`src/rtl/writeback_arbiter_pkg.sv`:
```
// Shared constants and types for the register-file writeback arbiter.
package writeback_arbiter_pkg;

    localparam int REG_ADDR_W       = 5;
    localparam int REG_DATA_W       = 32;
    localparam int REG_COUNT        = 1 << REG_ADDR_W;
    localparam int WB_DEPTH_DEFAULT = 2;
    localparam int WB_ENTRY_W       = REG_ADDR_W + REG_DATA_W;

    localparam logic [REG_ADDR_W-1:0] ZERO_REG = '0;

    // One buffered long-unit result: destination register and value.
    typedef struct packed {
        logic [REG_ADDR_W-1:0] addr;
        logic [REG_DATA_W-1:0] data;
    } wb_entry_t;

    // One-hot mask selecting a single register in the pending vector.
    function automatic logic [REG_COUNT-1:0] reg_onehot(input logic [REG_ADDR_W-1:0] a);
        logic [REG_COUNT-1:0] m;
        m    = '0;
        m[a] = 1'b1;
        return m;
    endfunction

endpackage

```
`src/rtl/writeback_arbiter_fifo.sv`:
```
// Small circular FIFO buffering long-unit results until the write port is free.
// Pointers wrap naturally because DEPTH is a power of two.
module wb_fifo
    import writeback_arbiter_pkg::*;
#(
    parameter int DEPTH = WB_DEPTH_DEFAULT,
    parameter int WIDTH = WB_ENTRY_W
) (
    input  logic             clock,
    input  logic             reset,
    input  logic             push_i,
    input  logic             pop_i,
    input  logic [WIDTH-1:0] data_i,
    output logic             full_o,
    output logic             empty_o,
    output logic [WIDTH-1:0] head_o
);

    localparam int PTR_W = $clog2(DEPTH);
    localparam int CNT_W = PTR_W + 1;

    logic [WIDTH-1:0] mem_q [DEPTH];
    logic [PTR_W-1:0] wr_ptr_q, wr_ptr_d;
    logic [PTR_W-1:0] rd_ptr_q, rd_ptr_d;
    logic [CNT_W-1:0] count_q, count_d;

    assign full_o  = (count_q == CNT_W'(DEPTH));
    assign empty_o = (count_q == '0);
    assign head_o  = mem_q[rd_ptr_q];

    // Next pointer and occupancy values for the requested push/pop.
    always_comb begin
        wr_ptr_d = wr_ptr_q;
        rd_ptr_d = rd_ptr_q;
        count_d  = count_q;
        if (push_i) begin
            wr_ptr_d = wr_ptr_q + 1'b1;
        end
        if (pop_i) begin
            rd_ptr_d = rd_ptr_q + 1'b1;
        end
        case ({push_i, pop_i})
            2'b10:   count_d = count_q + 1'b1;
            2'b01:   count_d = count_q - 1'b1;
            default: count_d = count_q;
        endcase
    end

    // Pointer and occupancy registers; reset flushes the FIFO.
    always_ff @(posedge clock or negedge reset) begin
        if (!reset) begin
            wr_ptr_q <= '0;
            rd_ptr_q <= '0;
            count_q  <= '0;
        end else begin
            wr_ptr_q <= wr_ptr_d;
            rd_ptr_q <= rd_ptr_d;
            count_q  <= count_d;
        end
    end

    // Entry storage; contents are only meaningful between the pointers.
    always_ff @(posedge clock) begin
        if (push_i) begin
            mem_q[wr_ptr_q] <= data_i;
        end
    end

endmodule

```
`src/rtl/writeback_arbiter.sv`:
```
// Merges pipeline writeback and buffered long-unit results into the single
// register-file write port, and tracks per-register pending long-unit results.
//
// Handshake: a long-unit result transfers at a posedge where luValid && luReady.
// luReady reflects only current occupancy (never the same-cycle pop), so a full
// FIFO never sees a push. The pipeline has no handshake: it always wins the port.
module writeback_arbiter
    import writeback_arbiter_pkg::*;
#(
    parameter int DEPTH = WB_DEPTH_DEFAULT
) (
    input  logic                  clock,
    input  logic                  reset,
    input  logic [REG_ADDR_W-1:0] pipeAddress,
    input  logic [REG_DATA_W-1:0] pipeData,
    input  logic                  pipeWrite,
    input  logic                  issueValid,
    input  logic [REG_ADDR_W-1:0] issueAddress,
    input  logic                  luValid,
    input  logic [REG_ADDR_W-1:0] luAddress,
    input  logic [REG_DATA_W-1:0] luData,
    output logic                  luReady,
    output logic                  shouldWrite,
    output logic [REG_ADDR_W-1:0] writeAddress,
    output logic [REG_DATA_W-1:0] writeData,
    output logic [REG_COUNT-1:0]  pending,
    output logic                  hazardError
);

    logic                 fifo_full;
    logic                 fifo_empty;
    logic                 fifo_push;
    logic                 fifo_pop;
    wb_entry_t            fifo_head;
    wb_entry_t            fifo_in;

    logic                 pipe_sel;
    logic                 lu_accept;
    logic                 issue_set;
    logic                 err_event;

    logic [REG_COUNT-1:0] pending_q, pending_d;
    logic                 err_q, err_d;

    // A pipe write to r0 is no write at all, so it leaves the port to the FIFO.
    assign pipe_sel  = reset && pipeWrite && (pipeAddress != ZERO_REG);
    assign luReady   = reset && !fifo_full;
    assign lu_accept = luValid && luReady;
    // Results for r0 are swallowed at the input; they never occupy an entry.
    assign fifo_push = lu_accept && (luAddress != ZERO_REG);
    assign fifo_pop  = reset && !pipe_sel && !fifo_empty;
    assign issue_set = issueValid && (issueAddress != ZERO_REG);
    assign fifo_in   = '{addr: luAddress, data: luData};

    wb_fifo #(
        .DEPTH (DEPTH),
        .WIDTH (WB_ENTRY_W)
    ) u_fifo (
        .clock   (clock),
        .reset   (reset),
        .push_i  (fifo_push),
        .pop_i   (fifo_pop),
        .data_i  (fifo_in),
        .full_o  (fifo_full),
        .empty_o (fifo_empty),
        .head_o  (fifo_head)
    );

    // Write-port mux: pipeline first, then the FIFO head, otherwise idle.
    always_comb begin
        shouldWrite  = 1'b0;
        writeAddress = ZERO_REG;
        writeData    = '0;
        if (pipe_sel) begin
            shouldWrite  = 1'b1;
            writeAddress = pipeAddress;
            writeData    = pipeData;
        end else if (fifo_pop) begin
            shouldWrite  = 1'b1;
            writeAddress = fifo_head.addr;
            writeData    = fifo_head.data;
        end
    end

    // Scoreboard update: commit clears, issue sets, and a same-cycle set wins.
    always_comb begin
        pending_d = pending_q;
        if (fifo_pop) begin
            pending_d = pending_d & ~reg_onehot(fifo_head.addr);
        end
        if (issue_set) begin
            pending_d = pending_d | reg_onehot(issueAddress);
        end
        pending_d[0] = 1'b0;
    end

    // Protocol checks against the scoreboard as it stands this cycle.
    // A discarded r0 result is not a stray result: r0 is never tracked.
    always_comb begin
        err_event = 1'b0;
        if (pipe_sel && pending_q[pipeAddress]) begin
            err_event = 1'b1;
        end
        if (issue_set && pending_q[issueAddress]) begin
            err_event = 1'b1;
        end
        if (fifo_push && !pending_q[luAddress]) begin
            err_event = 1'b1;
        end
        err_d = err_q | err_event;
    end

    // Scoreboard and sticky error registers.
    always_ff @(posedge clock or negedge reset) begin
        if (!reset) begin
            pending_q <= '0;
            err_q     <= 1'b0;
        end else begin
            pending_q <= pending_d;
            err_q     <= err_d;
        end
    end

    assign pending     = pending_q;
    assign hazardError = err_q;

endmodule

```
`config.mk`:
```
export PLATFORM = sky130hd
export DESIGN_NAME = writeback_arbiter
export DESIGN_NICKNAME = d
export VERILOG_FILES = /design/src/rtl/writeback_arbiter_pkg.sv /design/src/rtl/writeback_arbiter_fifo.sv /design/src/rtl/writeback_arbiter.sv
export SDC_FILE = /design/constraint.sdc
export NUM_CORES = 1
export LEC_CHECK = 0
export ABC_AREA = 1
export BUFFER_PORTS_ARGS = -buffer_cell sky130_fd_sc_hd__buf_2
export CORE_MARGIN = 8
export CORE_UTILIZATION = 46
export DETAILED_ROUTE_END_ITERATION = 8
export GPL_TIMING_DRIVEN = 0
export PLACE_DENSITY = 0.71
export RECOVER_POWER = 100
export SETUP_SLACK_MARGIN = 0.05
export SLEW_MARGIN = 0
export SYNTH_ARGS = -nofsm -noshare
export SYNTH_HDL_FRONTEND = slang
export SYNTH_SLANG_ARGS = --single-unit
```
`constraint.sdc`:
```
create_clock -name clock -period 3.1 [get_ports clock]
set_clock_uncertainty 0.1 [all_clocks]
set_input_delay 0.31 -clock clock [delete_from_list [all_inputs] [get_ports clock]]
set_output_delay 0.31 -clock clock [all_outputs]
set_load 0.02 [all_outputs]
```
==> results of run 1 <==
worst reg2reg max path: cells and delay by family (launching register included):
kind / cells / cell delay (ps)
compound gates: 3 / 1070
buf+inv: 2 / 530
flops: 1 / 410
simple gates: 2 / 360
stage by stage:
| step | TNS (ps) | setup WS, ps | cell area (µm²) |
|---|---|---|---|
| global route | 0 | 133.8 | 6940 |
| CTS | 0 | 387.9 | 7104 |
| detailed placement | 0 | 318.8 | 6769 |
| global placement | -41590 | -570.3 | 6719 |
| floorplan | 0 | 499.1 | 5743 |
| finish | 0 | 297.8 | 6940 |
power by group through the flow:
stage	registers (mW)	clock network, mW	logic [mW]
3_5_place_dp	2.24	0	2.53
4_1_cts	2.21	1.20	2.55
2_1_floorplan	2.41	0	1.42
3_3_place_gp	2.23	0	2.47
5_1_grt	2.26	1.25	2.66
6_report	2.22	1.19	2.40
path summary, 6_finish.rpt:
path	start	end	slack, ps	depth (start not counted)
max	reset	writeData[8]	300	9
max reg2reg	u_fifo.rd_ptr_q$_DFFE_PN0P_	pending[6]$_DFF_PN0_	500	7
min reg2reg	u_fifo.count_q[0]$_DFFE_PN0P_	u_fifo.count_q[0]$_DFFE_PN0P_	420	1
max in group asynchronous	reset	pending[16]$_DFF_PN0_	630	3
min in group asynchronous	reset	pending[12]$_DFF_PN0_	1140	3
min	luData[5]	u_fifo.mem_q[0][5]$_DFFE_PP_	40	1
layer usage:
layer	GRT usage (%)	wire length (µm)
met4	9.650	527
met1	27.40	7327
met2	36.00	8622
met5	0	0
met3	5.075	1455
flip-flops by register name, summed over array words and instances, names as in the netlist:
register / flops
u_fifo.count_q: 2
pending: 31
u_fifo.rd_ptr_q: 1
hazardError: 1
u_fifo.wr_ptr_q: 1
u_fifo.mem_q: 74
layout make-up:
class / count / area, µm²
fill: 1219 / 5474
sequential: 110 / 3123
multi-input combinational: 460 / 2208
timing repair buffer: 156 / 698.2
inverter: 67 / 254.0
clock buffer: 9 / 225.2
tap: 172 / 215.2
buffer: 27 / 136.4
clock inverter: 6 / 80.08
cells in the mapped netlist, types with 7 or more instances:
cell      number
nand2_1      184
edfxtp_1      74
nand3_1       65
inv_1         59
nor2_1        41
o21ai_0       41
dfrtp_1       36
a21o_1        32
a21oi_1       31
o21ai_1       25
clkbuf_1      13
a21oi_2       10
buf_2          9
inv_2          7
kinds of logic (layout without fill, tap and decap cells):
kind of cell / count (synthesis) / count (layout)
AO/OA/AOI/OAI: 151 / 151
other: 1 / 1
buffers and inverters: 94 / 265
AND/OR/NAND/NOR: 304 / 304
XOR/XNOR: 3 / 3
adder cells (fa/ha/maj): 1 / 1
flip-flops: 110 / 110
==> out/metrics.yaml, run 1 <==
synthesis:
  syn_inst: 664
  synth_flop_cell: "edfxtp_1"
  yosys-top-cells-area: "edfxtp_1 (39%), dfrtp_1 (16%), nand2_1 (12%), nand3_1 (5.7%), a21o_1 (4.2%)"
  yosysTopAreaCellShare_pct: 38.73
  yosysSeqAreaShare_pct: 54.43
  synth_top_family_by_area: "simple AND/OR/NAND/NOR gates"
  synth_fp_nets: 749
  synth_area_um2: 5738
  synthSimpleGateAreaFrac_pct: 22.24
  synth.area.mux_share_pct: 0
  synth-compound-area-share_pct: 15.74
  synth_xor_area_share_pct: 0.4579
  synth-async-reset-ratio_pct: 32.73
  synth-edff-count: 74
  synthAdderAreaFrac_pct: 0.2181
  synth_seq_cells: 110
  avgSynthCellArea_um2: 8.642
  yosysTopAreaCell: "edfxtp_1"
  synth.distinct_cells: 35
  synth.yosys.warnings: 0
cts:
  clkTransAtPathRegs_ps: 80
  cts_tree: "yes"
  clkSinkCount: 110
  hold_buffers: 2
  cts_resized: 0
  cts_buffers: 9
  ctsRootBufferMaster: "clkbuf_16"
  clockBufferDepth: 2
  htree_levels: 3
  clkLatencyLatePin_ps: 360
  post_cts_buffers: 0
placement:
  place.gp.congestion: 0.9701
  place_inst: 990
  dp_hpwl_mm: 13.57
  numPortBuffers: 152
global_routing:
  grt_max_degree: 37
  antenna_found_initial: 0
  grt_overflow: 0
  grt_pass1_vias: 5470
  gr-usage-all-layers_pct: 22.03
  grt_first_pass_wirelength_mm: 27.87
floorplanning:
  dieArea_um2: 16300
  die_x_um: 127.7
  coreArea_um2: 12410
  row_count: 41
  die_h_um: 127.7
  start_util_pct: 46.22
  io_pins: 156
power:
  power.total_mw: 5.804
  clkPwrFrac_pct: 20.4
  ir_worst_vdd_mv: 0.4052
  comb_power_share_pct: 41.3
  pwr-share-seq_pct: 38.2
  sw_frac_of_total_pct: 43.95
  pwr_density_cell_nw_per_um2: 836.3
  power.switching_mw: 2.551
  p_leak_nw: 3.164
  p_int_mw: 3.253
sta:
  fin_crit_sh_pct: 90.39
  worst_pin_slew_ps: 1962
  slew_violations: 37
  rsz0062_at_grt: "no"
  whs_ps: 36.75
  relSlewSlack_pct: -30.78
  fmax_mhz: 356.9
  finalSetupViolations: 0
  fin_crit_ps: 2802
  final_hold_viol_count: 0
finish:
  layout_common_cells: "nand2_1 (185), clkbuf_1 (99), buf_2 (75), edfxtp_1 (74), nand3_1 (65)"
  utilization_pct: 55.91
  antenna_cells: 0
  area_delta_synth_final_pct: 20.96
  final_common_cell: "nand2_1"
  nets: 916
  drive_above_1_share_pct: 14.61
  stdcell_count: 1007
critical_path:
  critical_path.top_delay_family: "buffers and inverters"
  criticalPathCategory: "in -> out"
  crit_fanout: 10
  required_ps: 2690
  path_buf_inv: 6
  max_stage_delay_ps: 520
  start_kind: "primary input"
  crit_path_top_delay_cell: "dlygate4sd3_1"
  crit_path_cell_trace: "dlygate4sd3_1, buf_2, nand2_1, inv_1, nand2_4, inv_1, clkbuf_1, a21o_1, clkbuf_1"
  arrival_ps: 2390
  endpoint_kind: "output pin"
detailed_routing:
  avgViaCountPerCell: 5.357
  dr.first_iter.drc_count: 481
  wire_per_inst_um: 17.81
  antenna_left: 0
  drt-pass1-iter-count: 5
  vias: 5394
  drc: 0
  drt_wl_total_mm: 17.93
status:
  status: "finished with violations"
  failed_checks: "max-capacitance violations, max-slew violations"
hold_path:
  min_path_type: "in -> reg"
job:
  timing.max_cap.violations: 1
No activity file was read; power rests on OpenSTA's default activity.
==> run 2, diff against run 1 <==
Settings changed: PLACE_DENSITY 0.71 to 0.8, REMOVE_ABC_BUFFERS from default to 1.
==> run 2 against run 1 <==
Net effect: critical endpoint is now writeAddress[1]; power shrank 0.47%; sequential power grew 4%; register-to-register slack lost 70 ps; die area is the same; final cell count shrank 2.4%; global-route usage shrank 1.0 points; sequential share of layout area grew 0.65 points; the run now ends clean.
==> out/metrics.yaml, run 2 (synthesis gave the netlist of run 1 again) <==
status:
  status: "complete, no violations"
hold_path:
  min_path_type: "in -> reg"
  min_to: "u_fifo.mem_q[0][18]$_DFFE_PP_"
  min_path_cells: 1
  min_from: "luData[18]"
job:
  timing.max_cap.violations: 0
critical_path:
  ff2ff_setup_slack_ps: 430
  required_ps: 2690
  arrival_ps: 2430
  crit_fanout: 39
  endpoint_kind: "output pin"
  r2r_end: "pending[26]$_DFF_PN0_"
  r2r-start: "u_fifo.rd_ptr_q$_DFFE_PN0P_"
  r2r_cells: 6
  criticalPathCategory: "reg -> out"
  start_kind: "flip-flop"
finish:
  layout_common_cells: "nand2_1 (185), clkbuf_1 (82), edfxtp_1 (74), buf_2 (71), nand3_1 (66)"
  final_common_cell: "nand2_1"
  stdcell_count: 983
  regMostFlops: "u_fifo.mem_q"
  area_delta_synth_final_pct: 19.36
  largest_reg_flops: 74
  drive_above_1_share_pct: 13.93
  antenna_cells: 0
  nets: 891
  utilization_pct: 55.17
detailed_routing:
  vias: 5287
  avgViaCountPerCell: 5.378
  dr.first_iter.drc_count: 596
  drt-pass1-iter-count: 5
  drc: 0
  wire_per_inst_um: 17.21
  drt_wl_total_mm: 16.92
  antenna_left: 0
global_routing:
  grt_use_met2_pct: 33.81
  grt_pass1_vias: 5116
  grt_overflow: 0
  met3_usage_pct: 5.616
  grt_first_pass_wirelength_mm: 27.01
  grt_max_degree: 42
  grt.busiest_layer: "met2"
  gr-usage-all-layers_pct: 21.00
  use_met1_pct: 26.67
  antenna_found_initial: 0
power:
  ir_worst_vdd_mv: 0.5522
  p_leak_nw: 3.131
  power.total_mw: 5.777
  pwr_density_cell_nw_per_um2: 843.5
sta:
  finalSetupViolations: 0
  fin_crit_ps: 2837
  worst_pin_slew_ps: 1054
  final_hold_viol_count: 0
  slew_violations: 0
  fin_crit_sh_pct: 91.51
  fmax_mhz: 352.5
  rsz0062_at_grt: "no"
  relSlewSlack_pct: 29.48
cts:
  clockBufferDepth: 2
  cts_tree: "yes"
  post_cts_buffers: 0
  htree_levels: 3
  cts_buffers: 9
  clkSinkCount: 110
  ctsRootBufferMaster: "clkbuf_16"
  clkLatencyLatePin_ps: 350
  clkTransAtPathRegs_ps: 80
floorplanning:
  io_pins: 156
  dieArea_um2: 16300
  die_x_um: 127.7
  row_count: 41
  coreArea_um2: 12410
  start_util_pct: 46.22
  die_h_um: 127.7
placement:
  dp_hpwl_mm: 11.86
  place_inst: 965
  numPortBuffers: 154
  place.gp.congestion: 0.9206
run 2: cell count changes in the layout (fill, tap and decap cells not counted), sizes merged:
cell and change:
clkinv -1, clkbuf -18, clkinvlp -1, inv +3, buf -7
run 2: area by class of cell:
cell class	instances	area (µm²)
Multi-Input combinational cell	460	2193
Inverter	67	256.5
Clock inverter	7	93.84
Tap cell	172	215.2
Fill cell	1192	5565
Timing Repair Buffer	158	738.2
Sequential cell	110	3127
Clock buffer	9	225.2
run 2: metrics by stage:
stage          cell area, µm²  setup slack (ps)  hold slack [ps]  TNS, ps
2_1_floorplan            5599            -94.41           -85.59    -5825
3_3_place_gp             6585             -1400            371.9  -111130
3_5_place_dp             6640            -442.8            377.7    -8963
4_1_cts                  6993             98.79            20.24        0
5_1_grt                  6849             77.32            19.31        0
6_report                 6849             263.3            33.36        0
run 2: power by group:
part           internal (mW)  total (mW)  switching, mW  leakage (nW)
clock network          0.653        1.22          0.571         0.159
registers               1.94        2.30          0.362          1.10
logic                  0.654        2.26           1.60          1.87
run 2: repair_timing:
| item | 4_1_cts | 5_1_grt |
|---|---|---|
| resized for setup | 2 | 2 |
| endpoints found under the hold margin | 35 | 0 |
| endpoints found under the setup margin | 68 | 1 |
| hold buffers | 2 | 0 |
run 2: how the worst max path moves through the flow:
stage / from / slack, ps / endpoint / cells after the start
global placement: reset / -1400 / u_fifo.mem_q[1][10]$_DFFE_PP_ / 5
finish: u_fifo.rd_ptr_q$_DFFE_PN0P_ / 260 / writeAddress[1] / 6
global route: u_fifo.rd_ptr_q$_DFFE_PN0P_ / 80 / writeAddress[1] / 6
CTS: u_fifo.rd_ptr_q$_DFFE_PN0P_ / 100 / writeAddress[1] / 6
floorplan: u_fifo.count_q[0]$_DFFE_PN0P_ / -90 / u_fifo.mem_q[1][0]$_DFFE_PP_ / 4
detailed placement: u_fifo.rd_ptr_q$_DFFE_PN0P_ / -440 / pending[21]$_DFF_PN0_ / 7
run 2: critical path: stages (launching register included):
cell and delay [ps]:
dfrtp_4 680, inv_4 380, or2_1 160, o21a_1 250
inv_1 120, o22ai_1 140, clkbuf_1 320
run 2: metal layers:
layer	up-vias	part of all wire, %
met1	2454	41
li1	2514	-
met5	-	0
met4	0	2.6
met3	29	10
met2	290	46
==> run 3, diff against run 2 <==
Settings changed: PLACE_DENSITY 0.8 to 0.72.
==> run 3 against run 2 <==
Net effect: the run now ends with max-capacitance violations, max-slew violations left; global-route usage is 0.27 points lower; power is 1.4% lower; sequential cell count stayed put; core utilization is 0.37 points lower; cell area is 0.68% lower; critical path depth is 2 higher; count of clock-buffer cells in the layout stayed put; clock power is 7% lower; critical endpoint is now writeData[13]; final cell count is 0.10% higher; die area stayed put.
==> out/metrics.yaml, run 3 (synthesis gave the netlist of run 1 again) <==
placement:
  numPortBuffers: 154
  post-place-ws_ps: -390.7
  place.gp.congestion: 0.9454
  dp_hpwl_mm: 12.11
finish:
  final-seq-area_um2: 3127
  largest_reg_flops: 74
  nets: 891
  area_delta_synth_final_pct: 18.56
  fillCellCount: 1199
  layout_common_cells: "nand2_1 (185), clkbuf_1 (93), edfxtp_1 (74), nand3_1 (66), buf_2 (62)"
  multiInputGateArea_um2: 2208
  final_common_cell: "nand2_1"
  regMostFlops: "u_fifo.mem_q"
  drive_above_1_share_pct: 13.07
detailed_routing:
  drt-pass1-iter-count: 9
  avgViaCountPerCell: 5.380
  drt-met1-wl_mm: 6.768
  wire_per_inst_um: 17.29
  vias: 5294
  antenna_left: 0
  highest_layer: "met4"
  drc: 0
  dr.first_iter.drc_count: 634
  dr_wl_met3_mm: 1.697
  dr_wl_met2_mm: 8.143
  drt_wl_total_mm: 17.02
critical_path:
  criticalPathCategory: "in -> out"
  crit_fanout: 41
  crit_path_top_delay_cell: "dlygate4sd3_1"
  required_ps: 2690
  crit_path_cell_trace: "dlygate4sd3_1, buf_2, inv_1, a21oi_1, nand2_4, a21oi_1, a21o_1, clkbuf_1"
  cp_common_cell: "a21oi_1"
  start_kind: "primary input"
  arrival_ps: 2450
  endpoint_kind: "output pin"
  max_stage_delay_ps: 520
job:
  timing.max_cap.violations: 1
sta:
  fmax_mhz: 350.2
  final_hold_viol_count: 0
  fin_crit_sh_pct: 92.13
  rsz0062_at_grt: "no"
  relSlewSlack_pct: -7.257
  fin_crit_ps: 2856
  tns_ps: 0
  finalSetupViolations: 0
  slew_violations: 29
  whs_ps: 34.19
  worst_pin_slew_ps: 1609
  fin_ws_ps: 244.1
power:
  pwr_density_cell_nw_per_um2: 837.3
  ir_worst_vdd_mv: 0.4932
  p_leak_nw: 3.078
global_routing:
  grt_overflow: 0
  gr-usage-all-layers_pct: 20.73
  antenna_found_initial: 1
  grt_max_degree: 42
  grt_pass1_vias: 5293
  grt_first_pass_wirelength_mm: 26.52
cts:
  clkLatencyLatePin_ps: 360
  clkSinkCount: 110
  clockBufferDepth: 2
  cts_buffers: 9
  cts_tree: "yes"
  clkTransAtPathRegs_ps: 80
  ctsRootBufferMaster: "clkbuf_16"
  htree_levels: 3
  post_cts_buffers: 0
floorplanning:
  dieArea_um2: 16300
  io_pins: 156
  die_x_um: 127.7
  start_util_pct: 46.22
  row_count: 41
  die_h_um: 127.7
  coreArea_um2: 12410
status:
  status: "finished with violations"
  failed_checks: "max-capacitance violations, max-slew violations"
hold_path:
  min_path_type: "in -> reg"
-- run 3: worst paths after layout --
path	startpoint	endpoint	slack, ps	depth (start not counted)
worst min-delay path	luData[11]	u_fifo.mem_q[1][11]$_DFFE_PP_	30	1
worst max-delay path	reset	writeData[13]	240	8
max in group asynchronous	reset	u_fifo.rd_ptr_q$_DFFE_PN0P_	610	3
worst min register to register	u_fifo.count_q[0]$_DFFE_PN0P_	u_fifo.count_q[0]$_DFFE_PN0P_	440	1
min in group asynchronous	reset	pending[15]$_DFF_PN0_	280	2
worst max register to register	u_fifo.rd_ptr_q$_DFFE_PN0P_	pending[22]$_DFF_PN0_	580	6
-- run 3: worst max-delay path, delay by kind of cell --
kind | cells | cell delay [ps]
buf+inv | 4 | 1160
simple gates | 1 | 320
compound gates | 3 | 620
-- run 3: repair_timing --
action | 4_1_cts | 5_1_grt
endpoints found under the setup margin | 68 | 1
gates resized for setup | 2 | 2
hold endpoints to repair | 28 | 0
hold buffers | 2 | 0
pin swaps | 0 | 0
-- run 3: power by group --
group          internal [mW]  switching (mW)
registers               1.94           0.350
logic                  0.645            1.63
clock network          0.570           0.569
-- run 3: through the flow --
step                util, %  cell area, µm²  instances  power, mW
floorplan                 -            5599        637      3.767
global placement      53.04            6585        963      4.591
detailed placement    53.49            6640        965      4.680
CTS                   56.15            6970        983      5.830
global route          54.80            6803        984      6.063
finish                54.80            6803        984      5.696
-- run 3: final cells by class --
cell class / count / share of cell area, %
clock buffer: 9 / 3.311
sequential: 110 / 45.96
timing repair buffer: 158 / 10.24
clock inverter: 7 / 1.048
antenna: 1 / 0.03679
tap: 172 / 3.164
inverter: 67 / 3.770
multi-input combinational: 460 / 32.46
-- run 3: per-layer routing --
layer | GRT usage, % | vias to the layer above
li1 | - | 2514
met1 | 24.57 | 2419
met2 | 34.88 | 313
met3 | 6.156 | 48
met4 | 7.832 | 0
met5 | 0 | -
